`config.mk`:
```
export PLATFORM = sky130hd
export DESIGN_NAME = neuron_mac_sequencer_flat
export DESIGN_NICKNAME = d
export VERILOG_FILES = /design/src/rtl/neuron_mac_sequencer_pkg.sv /design/src/rtl/neuron_mac_sequencer_if.sv /design/src/rtl/neuron_mac_unit.sv /design/src/rtl/neuron_mac_sequencer.sv /design/src/flat_wrapper.sv
export SDC_FILE = /design/constraint.sdc
export NUM_CORES = 1
export LEC_CHECK = 0
export CAP_MARGIN = 20
export CORE_ASPECT_RATIO = 0.5
export CORE_MARGIN = 2
export CORE_UTILIZATION = 58
export CTS_CLUSTER_SIZE = 8
export DETAILED_ROUTE_END_ITERATION = 10
export HOLD_SLACK_MARGIN = 0.03
export PLACE_DENSITY_LB_ADDON = 0.25
export SYNTH_ARGS = -nofsm -noshare
export SYNTH_HDL_FRONTEND = slang
export SYNTH_SLANG_ARGS = --single-unit
```
`constraint.sdc`:
```
create_clock -name clk -period 6.85 [get_ports clk]
set_input_delay 1.7125 -clock clk [delete_from_list [all_inputs] [get_ports clk]]
set_output_delay 1.7125 -clock clk [all_outputs]
set_load 0.05 [all_outputs]
```
`src/rtl/neuron_mac_sequencer_pkg.sv`:
```
// Shared definitions for the neuron MAC sequencer: default widths and the
// sequencer state encoding. The BIAS state exists only when the optional
// bias preload feature (NEURON_SEQ_BIAS_EN) is compiled in.
package neuron_mac_sequencer_pkg;

    localparam int DEF_DATA_W = 8;
    localparam int DEF_ADDR_W = 8;
    localparam int DEF_ACC_W  = 24;
    localparam int DEF_SHIFT  = 4;

    typedef enum logic [2:0] {
        IDLE,
`ifdef NEURON_SEQ_BIAS_EN
        BIAS,
`endif
        FETCH_X,
        FETCH_W,
        WRITE,
        DONE
    } state_t;

endpackage

```
`src/rtl/neuron_mac_sequencer_if.sv`:
```
// RAM bus between the sequencer (master) and a dual-port RAM (slave).
// Read data is combinational from the read address; writes commit on the
// clock edge that ends the cycle in which ram_wre is high.
interface neuron_mac_sequencer_if
    import neuron_mac_sequencer_pkg::*;
#(
    parameter int ADDR_W = DEF_ADDR_W,
    parameter int DATA_W = DEF_DATA_W
) ();

    logic [ADDR_W-1:0] ram_read_address;
    logic              ram_oe;
    logic [DATA_W-1:0] ram_read_data;
    logic [ADDR_W-1:0] ram_write_address;
    logic [DATA_W-1:0] ram_write_data;
    logic              ram_wre;

    modport master (
        output ram_read_address,
        output ram_oe,
        input  ram_read_data,
        output ram_write_address,
        output ram_write_data,
        output ram_wre
    );

    modport slave (
        input  ram_read_address,
        input  ram_oe,
        output ram_read_data,
        input  ram_write_address,
        input  ram_write_data,
        input  ram_wre
    );

endinterface

```
`src/rtl/neuron_mac_unit.sv`:
```
// Datapath of the neuron sequencer: holds the current input operand x,
// multiplies it by the weight on the read bus and accumulates the product
// into an accumulator that saturates at all-ones instead of wrapping.
module neuron_mac_unit
    import neuron_mac_sequencer_pkg::*;
#(
    parameter int DATA_W = DEF_DATA_W,
    parameter int ACC_W  = DEF_ACC_W,
    parameter int SHIFT  = DEF_SHIFT
) (
    input  logic              clk,
    input  logic              rst_n,
    input  logic              clear,
    input  logic              load_bias,
    input  logic              latch_x,
    input  logic              accumulate,
    input  logic [DATA_W-1:0] read_data,
    output logic [ACC_W-1:0]  acc
);

    logic [DATA_W-1:0]   x;
    logic [2*DATA_W-1:0] product;
    logic [ACC_W:0]      sum;
    logic [ACC_W-1:0]    bias_init;

    assign product   = x * read_data;
    assign sum       = {1'b0, acc} + (ACC_W + 1)'(product);
    assign bias_init = ACC_W'(read_data) << SHIFT;

    // Operand capture and saturating multiply-accumulate; clear wins over load, load over accumulate.
    always_ff @(posedge clk) begin
        if (!rst_n) begin
            x   <= '0;
            acc <= '0;
        end else begin
            if (latch_x) begin
                x <= read_data;
            end
            if (clear) begin
                acc <= '0;
            end else if (load_bias) begin
                acc <= bias_init;
            end else if (accumulate) begin
                acc <= sum[ACC_W] ? '1 : sum[ACC_W-1:0];
            end
        end
    end

endmodule

```
`src/rtl/neuron_mac_sequencer.sv`:
```
// Neuron evaluation sequencer: reads N input/weight pairs from RAM,
// accumulates their products, scales and saturates the sum and writes it
// back. Optional macro NEURON_SEQ_BIAS_EN adds a BIAS state that seeds the
// accumulator from RAM (value << SHIFT) before the first term.
module neuron_mac_sequencer
    import neuron_mac_sequencer_pkg::*;
#(
    parameter int DATA_W = DEF_DATA_W,
    parameter int ADDR_W = DEF_ADDR_W,
    parameter int ACC_W  = DEF_ACC_W,
    parameter int SHIFT  = DEF_SHIFT
) (
    input  logic              clk,
    input  logic              rst_n,
    input  logic              start,
    input  logic [ADDR_W-1:0] n_terms,
    input  logic [ADDR_W-1:0] x_base,
    input  logic [ADDR_W-1:0] w_base,
    input  logic [ADDR_W-1:0] out_addr,
    input  logic [ADDR_W-1:0] bias_addr,
    output logic              busy,
    output logic              done,
    output logic [DATA_W-1:0] result,
    neuron_mac_sequencer_if.master bus
);

    state_t            state;
    logic [ADDR_W-1:0] i;
    logic [ADDR_W-1:0] next_i;
    logic [ADDR_W-1:0] n_reg;
    logic [ADDR_W-1:0] x_base_reg;
    logic [ADDR_W-1:0] w_base_reg;
    logic [ADDR_W-1:0] out_addr_reg;
    logic [ADDR_W-1:0] read_addr_reg;
    logic              oe_reg;
    logic              wre_reg;
    logic [ACC_W-1:0]  acc;
    logic [ACC_W-1:0]  shifted;
    logic [DATA_W-1:0] write_value;
    logic              clear_acc;
    logic              load_bias;

    assign next_i      = i + 1'b1;
    assign shifted     = acc >> SHIFT;
    assign write_value = (|(shifted >> DATA_W)) ? '1 : shifted[DATA_W-1:0];
    assign clear_acc   = (state == IDLE) && start;

`ifdef NEURON_SEQ_BIAS_EN
    assign load_bias = (state == BIAS);
`else
    logic unused_bias_addr;
    assign load_bias        = 1'b0;
    assign unused_bias_addr = ^bias_addr;
`endif

    assign bus.ram_read_address  = read_addr_reg;
    assign bus.ram_oe            = oe_reg;
    assign bus.ram_write_address = out_addr_reg;
    assign bus.ram_write_data    = write_value;
    assign bus.ram_wre           = wre_reg;

    neuron_mac_unit #(
        .DATA_W (DATA_W),
        .ACC_W  (ACC_W),
        .SHIFT  (SHIFT)
    ) u_mac (
        .clk        (clk),
        .rst_n      (rst_n),
        .clear      (clear_acc),
        .load_bias  (load_bias),
        .latch_x    (state == FETCH_X),
        .accumulate (state == FETCH_W),
        .read_data  (bus.ram_read_data),
        .acc        (acc)
    );

    // Sequencer FSM; RAM strobes and read address are set up on the edge entering each state.
    always_ff @(posedge clk) begin
        if (!rst_n) begin
            state         <= IDLE;
            i             <= '0;
            n_reg         <= '0;
            x_base_reg    <= '0;
            w_base_reg    <= '0;
            out_addr_reg  <= '0;
            read_addr_reg <= '0;
            oe_reg        <= 1'b0;
            wre_reg       <= 1'b0;
            busy          <= 1'b0;
            done          <= 1'b0;
            result        <= '0;
        end else begin
            case (state)
                IDLE: begin
                    if (start) begin
                        n_reg        <= n_terms;
                        x_base_reg   <= x_base;
                        w_base_reg   <= w_base;
                        out_addr_reg <= out_addr;
                        i            <= '0;
                        busy         <= 1'b1;
`ifdef NEURON_SEQ_BIAS_EN
                        state         <= BIAS;
                        oe_reg        <= 1'b1;
                        read_addr_reg <= bias_addr;
`else
                        if (n_terms == '0) begin
                            state   <= WRITE;
                            wre_reg <= 1'b1;
                        end else begin
                            state         <= FETCH_X;
                            oe_reg        <= 1'b1;
                            read_addr_reg <= x_base;
                        end
`endif
                    end
                end
`ifdef NEURON_SEQ_BIAS_EN
                BIAS: begin
                    if (n_reg == '0) begin
                        state   <= WRITE;
                        oe_reg  <= 1'b0;
                        wre_reg <= 1'b1;
                    end else begin
                        state         <= FETCH_X;
                        read_addr_reg <= x_base_reg;
                    end
                end
`endif
                FETCH_X: begin
                    state         <= FETCH_W;
                    read_addr_reg <= w_base_reg + i;
                end
                FETCH_W: begin
                    i <= next_i;
                    if (next_i == n_reg) begin
                        state   <= WRITE;
                        oe_reg  <= 1'b0;
                        wre_reg <= 1'b1;
                    end else begin
                        state         <= FETCH_X;
                        read_addr_reg <= x_base_reg + next_i;
                    end
                end
                WRITE: begin
                    state   <= DONE;
                    wre_reg <= 1'b0;
                    done    <= 1'b1;
                    result  <= write_value;
                end
                DONE: begin
                    state <= IDLE;
                    done  <= 1'b0;
                    busy  <= 1'b0;
                end
                default: begin
                    state   <= IDLE;
                    oe_reg  <= 1'b0;
                    wre_reg <= 1'b0;
                    busy    <= 1'b0;
                    done    <= 1'b0;
                end
            endcase
        end
    end

endmodule

```
`src/flat_wrapper.sv`:
```
// flat-port wrapper written by rule: the top's interface ports become plain ports
module neuron_mac_sequencer_flat import neuron_mac_sequencer_pkg::*;
#(
    parameter int DATA_W = DEF_DATA_W,
    parameter int ADDR_W = DEF_ADDR_W,
    parameter int ACC_W  = DEF_ACC_W,
    parameter int SHIFT  = DEF_SHIFT
)
  (clk, rst_n, start, n_terms, x_base, w_base, out_addr, bias_addr, busy, done, result, bus_ram_read_address, bus_ram_oe, bus_ram_read_data, bus_ram_write_address, bus_ram_write_data, bus_ram_wre);
  neuron_mac_sequencer_if #(.ADDR_W(ADDR_W), .DATA_W(DATA_W)) bus_i ();
  input  logic clk;
  input  logic rst_n;
  input  logic start;
  input  logic [ADDR_W-1:0] n_terms;
  input  logic [ADDR_W-1:0] x_base;
  input  logic [ADDR_W-1:0] w_base;
  input  logic [ADDR_W-1:0] out_addr;
  input  logic [ADDR_W-1:0] bias_addr;
  output logic busy;
  output logic done;
  output logic [DATA_W-1:0] result;
  output wire logic [$bits(bus_i.ram_read_address)-1:0] bus_ram_read_address;
  output wire logic [$bits(bus_i.ram_oe)-1:0] bus_ram_oe;
  input wire logic [$bits(bus_i.ram_read_data)-1:0] bus_ram_read_data;
  output wire logic [$bits(bus_i.ram_write_address)-1:0] bus_ram_write_address;
  output wire logic [$bits(bus_i.ram_write_data)-1:0] bus_ram_write_data;
  output wire logic [$bits(bus_i.ram_wre)-1:0] bus_ram_wre;
  assign bus_ram_read_address = bus_i.ram_read_address;
  assign bus_ram_oe = bus_i.ram_oe;
  assign bus_i.ram_read_data = bus_ram_read_data;
  assign bus_ram_write_address = bus_i.ram_write_address;
  assign bus_ram_write_data = bus_i.ram_write_data;
  assign bus_ram_wre = bus_i.ram_wre;
  neuron_mac_sequencer #(.DATA_W(DATA_W), .ADDR_W(ADDR_W), .ACC_W(ACC_W), .SHIFT(SHIFT)) u_core (.clk(clk), .rst_n(rst_n), .start(start), .n_terms(n_terms), .x_base(x_base), .w_base(w_base), .out_addr(out_addr), .bias_addr(bias_addr), .busy(busy), .done(done), .result(result), .bus(bus_i));
endmodule
```
==> results.json, run 1 <==
{
  "grt_max_degree": 40,
  "min_path_type": "register to register",
  "yosysWarningCount": 0,
  "die_area_um2": 13860,
  "rr_worst_depth": 16,
  "fillCellCount": 1008,
  "hold_violations": 0,
  "root_buffer": "clkbuf_16",
  "largest_register": "u_core.u_mac.acc",
  "power_mw": 1.528,
  "gp_congestion": 0.8681,
  "buffer_ports.inserted": 78,
  "ir_drop_mv": 0.1141,
  "fin_tns_setup_ns": 0,
  "status": "finished, final reports clean",
  "pre_cts_slack_ns": 0.1390,
  "leakagePower_nw": 3.839,
  "maxCapViolations": 0,
  "drtIter0Drc": 475,
  "async_flop_share_pct": 0,
  "maxSlewHeadroom_pct": 38.07,
  "grtUsageMet1_pct": 35.67,
  "multi_input_area_um2": 4955,
  "power_density_nw_per_um2": 176.4,
  "drc": 0,
  "critPathKind": "input port to register",
  "finalInstanceArea_um2": 8665,
  "arrival_ns": 6.63,
  "clock_sinks": 95,
  "syn_area_um2": 7471,
  "worstPathRequired_ns": 7.13,
  "insertedDiodeCount": 0,
  "hold_depth": 2,
  "synth_edf_count": 0,
  "grt_pass1_vias": 6367,
  "cts_hold_buffers": 0,
  "timing.critical_path.from_type": "input port",
  "clk_latency_ns": 0.36,
  "die_x_um": 164.5,
  "grt_pass1_wl_mm": 30.54,
  "row_count": 29,
  "io_pins": 87,
  "clk_pin_slew_ns": 0.08,
  "drt_pre_antenna_iters": 6,
  "setup_viol": 0,
  "ant_nets": 0,
  "fin_crit_ns": 6.347,
  "synth-seq-cells": 95,
  "skew_ns": 0.006422,
  "cp_max_fo": 9,
  "placed_cells": 1124,
  "clock_path_buffers": 2,
  "synth_ff_type": "dfxtp_1",
  "slew_viol_final": 0,
  "routedWlPerCell_um": 15.93,
  "cts_buffers": 9,
  "core_um2": 12630,
  "drive_above_1_share_pct": 5.155,
  "die_h_um": 84.25,
  "synth.distinct_cells": 73,
  "cts_tree": "built",
  "antenna_found_initial": 0,
  "grt.overflow.total": 0,
  "nNetsFinal": 1124,
  "drt-vias-per-instance": 5.663,
  "grtUsageTotal_pct": 27.61,
  "max_freq_mhz": 157.6,
  "rsz0062_at_grt": "false",
  "routed_wl_mm": 18.16,
  "htreeDepth": 3,
  "vias": 6456,
  "use_met2_pct": 47.70,
  "grt_use_met3_pct": 5.138,
  "area_growth_pct": 15.98,
  "syn_area_per_cell_um2": 8.255,
  "place_hpwl_mm": 13.54,
  "ys_seq_area_share_pct": 25.46,
  "setup_slack_ns": 0.5031,
  "regArea_um2": 1902,
  "post-route-period-util_pct": 92.66,
  "grt.busiest_layer": "met2",
  "crit_path_end_kind": "register",
  "syn_nets": 1064,
  "dpl-instance-area_um2": 8353,
  "largest_reg_flops": 24,
  "post_cts_buffers": 0,
  "fin_cells": 1140,
  "cts_resized": 0,
  "worst_slew_pin_slew_ns": 0.9255,
  "synthCells": 905,
  "floorplan.initialDensity_pct": 59.17
}
## Yosys cell counts (6+ instances only)
cell	number	share of area (%)
nand3_1	18	1.2
nand2_1	152	7.6
mux2i_1	7	0.94
nor3_1	13	0.87
fa_1	52	14
nor2b_1	7	0.59
a211oi_1	7	0.70
nor4_1	6	0.50
nor2_1	40	2.0
a21oi_1	56	3.8
o21ai_0	34	2.3
dfxtp_1	95	25
ha_1	56	9.4
clkbuf_1	28	1.4
inv_1	114	5.7
a221oi_1	12	1.4
a21o_1	9	0.90
xor2_1	13	1.5
nand4_1	8	0.67
a21boi_0	20	2.0
xnor2_1	21	2.5
and2_1	39	3.3
## worst paths after layout
path / from / to / slack, ns
hold reg to reg: u_core.bus.ram_write_address[5] / u_core.bus.ram_write_address[5] / 0.46
hold / removal: u_core.bus.ram_write_address[5] / u_core.bus.ram_write_address[5] / 0.46
setup reg to reg: u_core.u_mac.x[1] / u_core.u_mac.acc[19] / 1.96
setup / recovery: bus_ram_read_data[7] / u_core.u_mac.acc[19] / 0.50
## placed cells by master, fill, tap and decap left out, drive strengths merged, types with 3 or more instances in the layout
| cell | n |
|---|---|
| or3 | 5 |
| fa | 52 |
| clkbuf | 9 |
| nor4 | 7 |
| a21o | 9 |
| ha | 56 |
| inv | 119 |
| a31oi | 6 |
| nand3 | 19 |
| a21oi | 56 |
| o311a | 5 |
| clkdlybuf4s50 | 78 |
| mux2i | 7 |
| a22oi | 3 |
| nor2b | 7 |
| xnor2 | 23 |
| a211oi | 7 |
| o21ai | 38 |
| a21boi | 20 |
| and2 | 39 |
| nor3 | 14 |
| dfxtp | 95 |
| o21bai | 3 |
| nand3b | 4 |
| nor2 | 42 |
| buf | 10 |
| o211ai | 4 |
| a221oi | 12 |
| xor2 | 13 |
| or2 | 6 |
| o21a | 5 |
| nand2 | 153 |
| nand2b | 4 |
| nand4 | 8 |
## cell type report
type / count / share of cell area, %
sequential: 95 / 21.95
clock inverter: 7 / 0.9964
timing repair buffer: 88 / 9.877
multi-input combinational: 657 / 57.18
clock buffer: 9 / 2.599
inverter: 114 / 4.939
tap: 170 / 2.455
## routing by layer
| layer | vias up | part of all wire (%) |
|---|---|---|
| met3 | 21 | 5.2 |
| met4 | 0 | 1.3 |
| met1 | 3144 | 44 |
| li1 | 3124 | - |
| met5 | - | 0 |
| met2 | 167 | 49 |
## cells by family after synthesis
family / Yosys count / synth area share [%]
fa+ha+maj: 109 / 23.45
buf+inv: 153 / 8.223
compound gates: 186 / 16.68
flops: 95 / 25.46
mux: 8 / 1.089
xor+xnor: 37 / 4.740
simple gates: 317 / 20.37
## worst max-delay path, cell delays in order
cell and delay (ns):
clkdlybuf4s50_1 0.66, nand2_1 0.13, fa_1 0.52, fa_1 0.55
inv_1 0.05, fa_1 0.54, inv_1 0.06, fa_1 0.53
inv_1 0.05, ha_1 0.34, o21a_1 0.14, o31a_1 0.13
o221a_1 0.31, a21bo_2 0.24, o21ai_2 0.22, mux2_2 0.36
o211ai_1 0.09
## through the flow
step                hold slack (ns)  utilization (%)
floorplan                    0.4400                -
global placement             0.4487            66.15
detailed placement           0.4572            66.15
CTS                          0.4682            68.62
global route                 0.4888            68.62
finish                       0.4629            68.62
## where the power goes
part / internal, mW / switching [mW]
Sequential: 0.578 / 0.0249
Clock: 0.293 / 0.249
Combinational: 0.148 / 0.236
(Power assumes the default switching activity.)
==> run 2, diff against run 1 <==
--- a/config.mk
+++ b/config.mk
@@ -8,7 +8,8 @@
 export CAP_MARGIN = 20
 export CORE_ASPECT_RATIO = 0.5
 export CORE_MARGIN = 2
-export CORE_UTILIZATION = 58
+export CORE_UTILIZATION = 59
+export CTS_BUF_LIST = sky130_fd_sc_hd__clkbuf_8
 export CTS_CLUSTER_SIZE = 8
 export DETAILED_ROUTE_END_ITERATION = 10
 export HOLD_SLACK_MARGIN = 0.03
==> results.json, run 2 (synthesis results as in run 1) <==
{
  "status": "finished, final reports clean",
  "slew_viol_final": 0,
  "drtIter0Drc": 449,
  "cp_max_fo": 9,
  "die_x_um": 163.1,
  "crit_path_end_kind": "register",
  "largest_reg_flops": 24,
  "maxCapViolations": 0,
  "cts_resized": 0,
  "floorplan.initialDensity_pct": 61.81,
  "regToRegSetupSlack_ns": 1.98,
  "min_path_type": "register to register",
  "critPathKind": "input port to register",
  "multi_input_area_um2": 4955,
  "final_cell_mix": "nand2_1 (152), inv_1 (114), dfxtp_1 (95)",
  "regArea_um2": 1902,
  "post_cts_buffers": 0,
  "die_h_um": 83.57,
  "clk_pin_slew_ns": 0.10,
  "drive_above_1_share_pct": 5.155,
  "arrival_ns": 6.58,
  "max_freq_mhz": 159.4,
  "routedWlPerCell_um": 15.75,
  "root_buffer": "clkbuf_8",
  "antenna_found_initial": 0,
  "hold_violations": 0,
  "post-route-period-util_pct": 91.60,
  "pre_cts_slack_ns": 0.1513,
  "core_um2": 12090,
  "grt_max_degree": 40,
  "rsz0062_at_grt": "false",
  "grtUsageTotal_pct": 27.49,
  "timing.critical_path.from_type": "input port",
  "ir_drop_mv": 0.09408,
  "htreeDepth": 3,
  "worst_slew_pin_slew_ns": 0.9541,
  "cts_buffers": 9,
  "die_area_um2": 13630,
  "vias": 6482,
  "routed_wl_mm": 17.88,
  "nNetsFinal": 1124,
  "fin_tns_setup_ns": 0,
  "clk_latency_ns": 0.39,
  "gp_congestion": 0.9159,
  "clock_sinks": 95,
  "leakagePower_nw": 3.791,
  "ant_nets": 0,
  "buffer_ports.inserted": 78,
  "power_density_nw_per_um2": 162.7,
  "cts_hold_buffers": 0,
  "worstPathRequired_ns": 7.16,
  "maxSlewHeadroom_pct": 36.39,
  "fillCellCount": 982,
  "drt_pre_antenna_iters": 5,
  "skew_ns": 0.01194,
  "largest_register": "u_core.u_mac.acc",
  "clock_path_buffers": 2,
  "drt-vias-per-instance": 5.711,
  "grt_pass1_vias": 6373,
  "setup_viol": 0,
  "row_count": 28,
  "grt.overflow.total": 0,
  "setup_slack_ns": 0.5755,
  "cts_tree": "built",
  "grt_pass1_wl_mm": 30.26,
  "fin_crit_ns": 6.275,
  "place_hpwl_mm": 13.56,
  "insertedDiodeCount": 0,
  "drc": 0,
  "io_pins": 87,
  "area_growth_pct": 14.50,
  "layout_commonest_cell": "nand2_1"
}
run 2: cell types whose count changed in the layout (fill, tap and decap cells not counted), sizes merged:
| cell | delta |
|---|---|
| inv | -1 |
| clkinv | +1 |
run 2: power breakdown:
part	switching, mW	total (mW)	leakage, nW	internal (mW)
combinational	0.237	0.384	2.91	0.148
sequential	0.0240	0.602	0.774	0.578
clock	0.230	0.406	0.103	0.176
total	0.490	1.39	3.79	0.902
run 2: per-layer routing:
metal / up-vias / routed length (um) / GRT usage (%)
met5: - / 0 / 0
met4: 0 / 271 / 7.080
met3: 28 / 1291 / 6.110
met2: 225 / 8702 / 46.76
met1: 3102 / 7613 / 35.45
li1: 3127 / - / -
run 2: worst paths after layout:
| path | start | end | depth (start not counted) |
|---|---|---|---|
| worst max register to register | u_core.u_mac.x[5] | u_core.u_mac.acc[19] | 16 |
| worst min register to register | u_core.bus.ram_write_address[2] | u_core.bus.ram_write_address[2] | 2 |
| worst max-delay path | bus_ram_read_data[6] | u_core.u_mac.acc[19] | 17 |
| worst min-delay path | u_core.bus.ram_write_address[2] | u_core.bus.ram_write_address[2] | 2 |
run 2: metrics by stage:
step	cell area (um2)	utilization, %	instances	power (mW)	hold slack, ns
after floorplan	7471	-	905	0.8727	0.4400
after global placement	8347	69.06	1119	0.9877	0.4488
after detailed placement	8347	69.06	1119	0.9966	0.4570
after CTS	8554	70.78	1135	1.398	0.4716
after global routing	8554	70.78	1135	1.468	0.4934
final	8554	70.78	1135	1.392	0.4716
run 2: layout make-up:
| cell class | instances | area share (%) |
|---|---|---|
| Clock buffer | 9 | 1.448 |
| Clock inverter | 7 | 0.9800 |
| Inverter | 114 | 5.002 |
| Multi-Input combinational cell | 657 | 57.92 |
| Sequential cell | 95 | 22.23 |
| Tap cell | 165 | 2.413 |
| Timing Repair Buffer | 88 | 10.00 |
run 2: critical path, cell delays in order:
cell             delay (ns)
clkdlybuf4s50_1        0.65
nand2_1                0.13
fa_1                   0.51
fa_1                   0.54
inv_1                  0.05
fa_1                   0.53
inv_1                  0.06
fa_1                   0.53
inv_1                  0.04
ha_1                   0.36
o21a_1                 0.14
o31a_1                 0.12
o221a_1                0.30
a21bo_2                0.24
o21ai_2                0.21
mux2_2                 0.36
o211ai_1               0.09
==> run 3, diff against run 2 <==
==> constraint.sdc (replaced) <==
create_clock -name clk -period 7 [get_ports clk]
set_input_delay 1.75 -clock clk [delete_from_list [all_inputs] [get_ports clk]]
set_output_delay 1.75 -clock clk [all_outputs]
set_load 0.05 [all_outputs]
==> results.json, run 3 (synthesis results as in run 1) <==
{
  "buffer_ports.inserted": 78,
  "row_count": 28,
  "area_growth_pct": 14.32,
  "io_pins": 87,
  "grtUsageMet1_pct": 34.76,
  "die_x_um": 163.1,
  "drt-vias-per-instance": 5.688,
  "cts_tree": "built",
  "cts_hold_buffers": 0,
  "insertedDiodeCount": 0,
  "routedWlPerCell_um": 16.06,
  "clock_path_buffers": 2,
  "htreeDepth": 3,
  "grtUsageTotal_pct": 27.66,
  "power_mw": 1.362,
  "final_cell_mix": "nand2_1 (152), inv_1 (114), dfxtp_1 (95)",
  "hold_violations": 0,
  "min_path_type": "register to register",
  "cts_resized": 0,
  "worst_slew_pin_slew_ns": 0.9806,
  "arrival_ns": 6.62,
  "drt_pre_antenna_iters": 5,
  "drive_above_1_share_pct": 4.959,
  "cp_max_fo": 9,
  "holdWs_ns": 0.4654,
  "status": "finished, final reports clean",
  "max_freq_mhz": 157.4,
  "timing.critical_path.from_type": "input port",
  "fin_crit_ns": 6.354,
  "grt_pass1_wl_mm": 30.40,
  "cts_buffers": 9,
  "worstPathRequired_ns": 7.27,
  "leakagePower_nw": 3.785,
  "rsz0062_at_grt": "false",
  "die_h_um": 83.57,
  "gp_congestion": 0.9151,
  "ant_nets": 0,
  "grt_max_degree": 40,
  "clock_sinks": 95,
  "use_met2_pct": 46.61,
  "place_hpwl_mm": 13.56,
  "clk_pin_slew_ns": 0.11,
  "grt.busiest_layer": "met2",
  "setup_viol": 0,
  "clk_latency_ns": 0.39,
  "grt_pass1_vias": 6408,
  "routed_wl_mm": 18.20,
  "core_um2": 12090,
  "largest_register": "u_core.u_mac.acc",
  "antenna_found_initial": 0,
  "vias": 6444,
  "root_buffer": "clkbuf_8",
  "drc": 0,
  "drtIter0Drc": 486,
  "critPathKind": "input port to register",
  "ir_drop_mv": 0.1094,
  "post-route-period-util_pct": 90.76,
  "fillCellCount": 996,
  "setup_slack_ns": 0.6465,
  "skew_ns": 0.01403,
  "maxCapViolations": 0,
  "die_area_um2": 13630,
  "maxSlewHeadroom_pct": 34.63,
  "grt_use_met3_pct": 7.203,
  "crit_path_end_kind": "register",
  "pre_cts_slack_ns": 0.2626,
  "largest_reg_flops": 24,
  "nNetsFinal": 1122,
  "floorplan.initialDensity_pct": 61.81,
  "slew_viol_final": 0,
  "grt.overflow.total": 0,
  "fin_tns_setup_ns": 0,
  "post_cts_buffers": 0,
  "power_density_nw_per_um2": 159.4,
  "layout_commonest_cell": "nand2_1"
}
-- run 3: power by group --
group | leakage [nW] | switching, mW | internal, mW | total, mW
Clock | 0.107 | 0.222 | 0.173 | 0.395
Sequential | 0.774 | 0.0242 | 0.565 | 0.590
Combinational | 2.90 | 0.232 | 0.145 | 0.377
-- run 3: worst paths after layout --
path,from,to,slack (ns),depth (start not counted)
max,bus_ram_read_data[7],u_core.u_mac.acc[22],0.65,17
min,u_core.bus.ram_write_address[2],u_core.bus.ram_write_address[2],0.47,2
min reg2reg,u_core.bus.ram_write_address[2],u_core.bus.ram_write_address[2],0.47,2
max reg2reg,u_core.u_mac.x[0],u_core.u_mac.acc[22],2.11,16
-- run 3: worst max-delay path, cell delays in order --
cell and delay [ns]:
clkdlybuf4s50_1 0.66, nand2_1 0.13, fa_1 0.52, fa_1 0.54, inv_1 0.06, fa_1 0.55, inv_1 0.07, fa_1 0.54
inv_1 0.04, ha_1 0.35, nand2_1 0.08, a211oi_1 0.23, a31oi_1 0.08, a21o_1 0.22, o21ai_2 0.31, a31oi_1 0.13
or3b_1 0.36
-- run 3: stage by stage --
step / utilization (%) / std cells / instance area, um2
final: 70.66 / 1133 / 8541
after global routing: 70.66 / 1133 / 8541
after CTS: 70.66 / 1133 / 8541
after detailed placement: 68.93 / 1117 / 8332
after global placement: 68.93 / 1117 / 8332
after floorplan: - / 905 / 7471
-- run 3: cell type report --
class	count	area, um2	share of cell area, %
multi-input combinational	657	4955	58.01
clock inverter	7	85.08	0.9962
tap	165	206.4	2.417
sequential	95	1902	22.27
inverter	114	427.9	5.010
clock buffer	9	123.9	1.450
timing repair buffer	86	840.8	9.845
-- run 3: routing by layer --
| metal | up-vias | wire length [um] |
|---|---|---|
| li1 | 3123 | - |
| met2 | 205 | 8737 |
| met1 | 3090 | 7877 |
| met3 | 26 | 1257 |
| met4 | 0 | 321 |
| met5 | - | 0 |
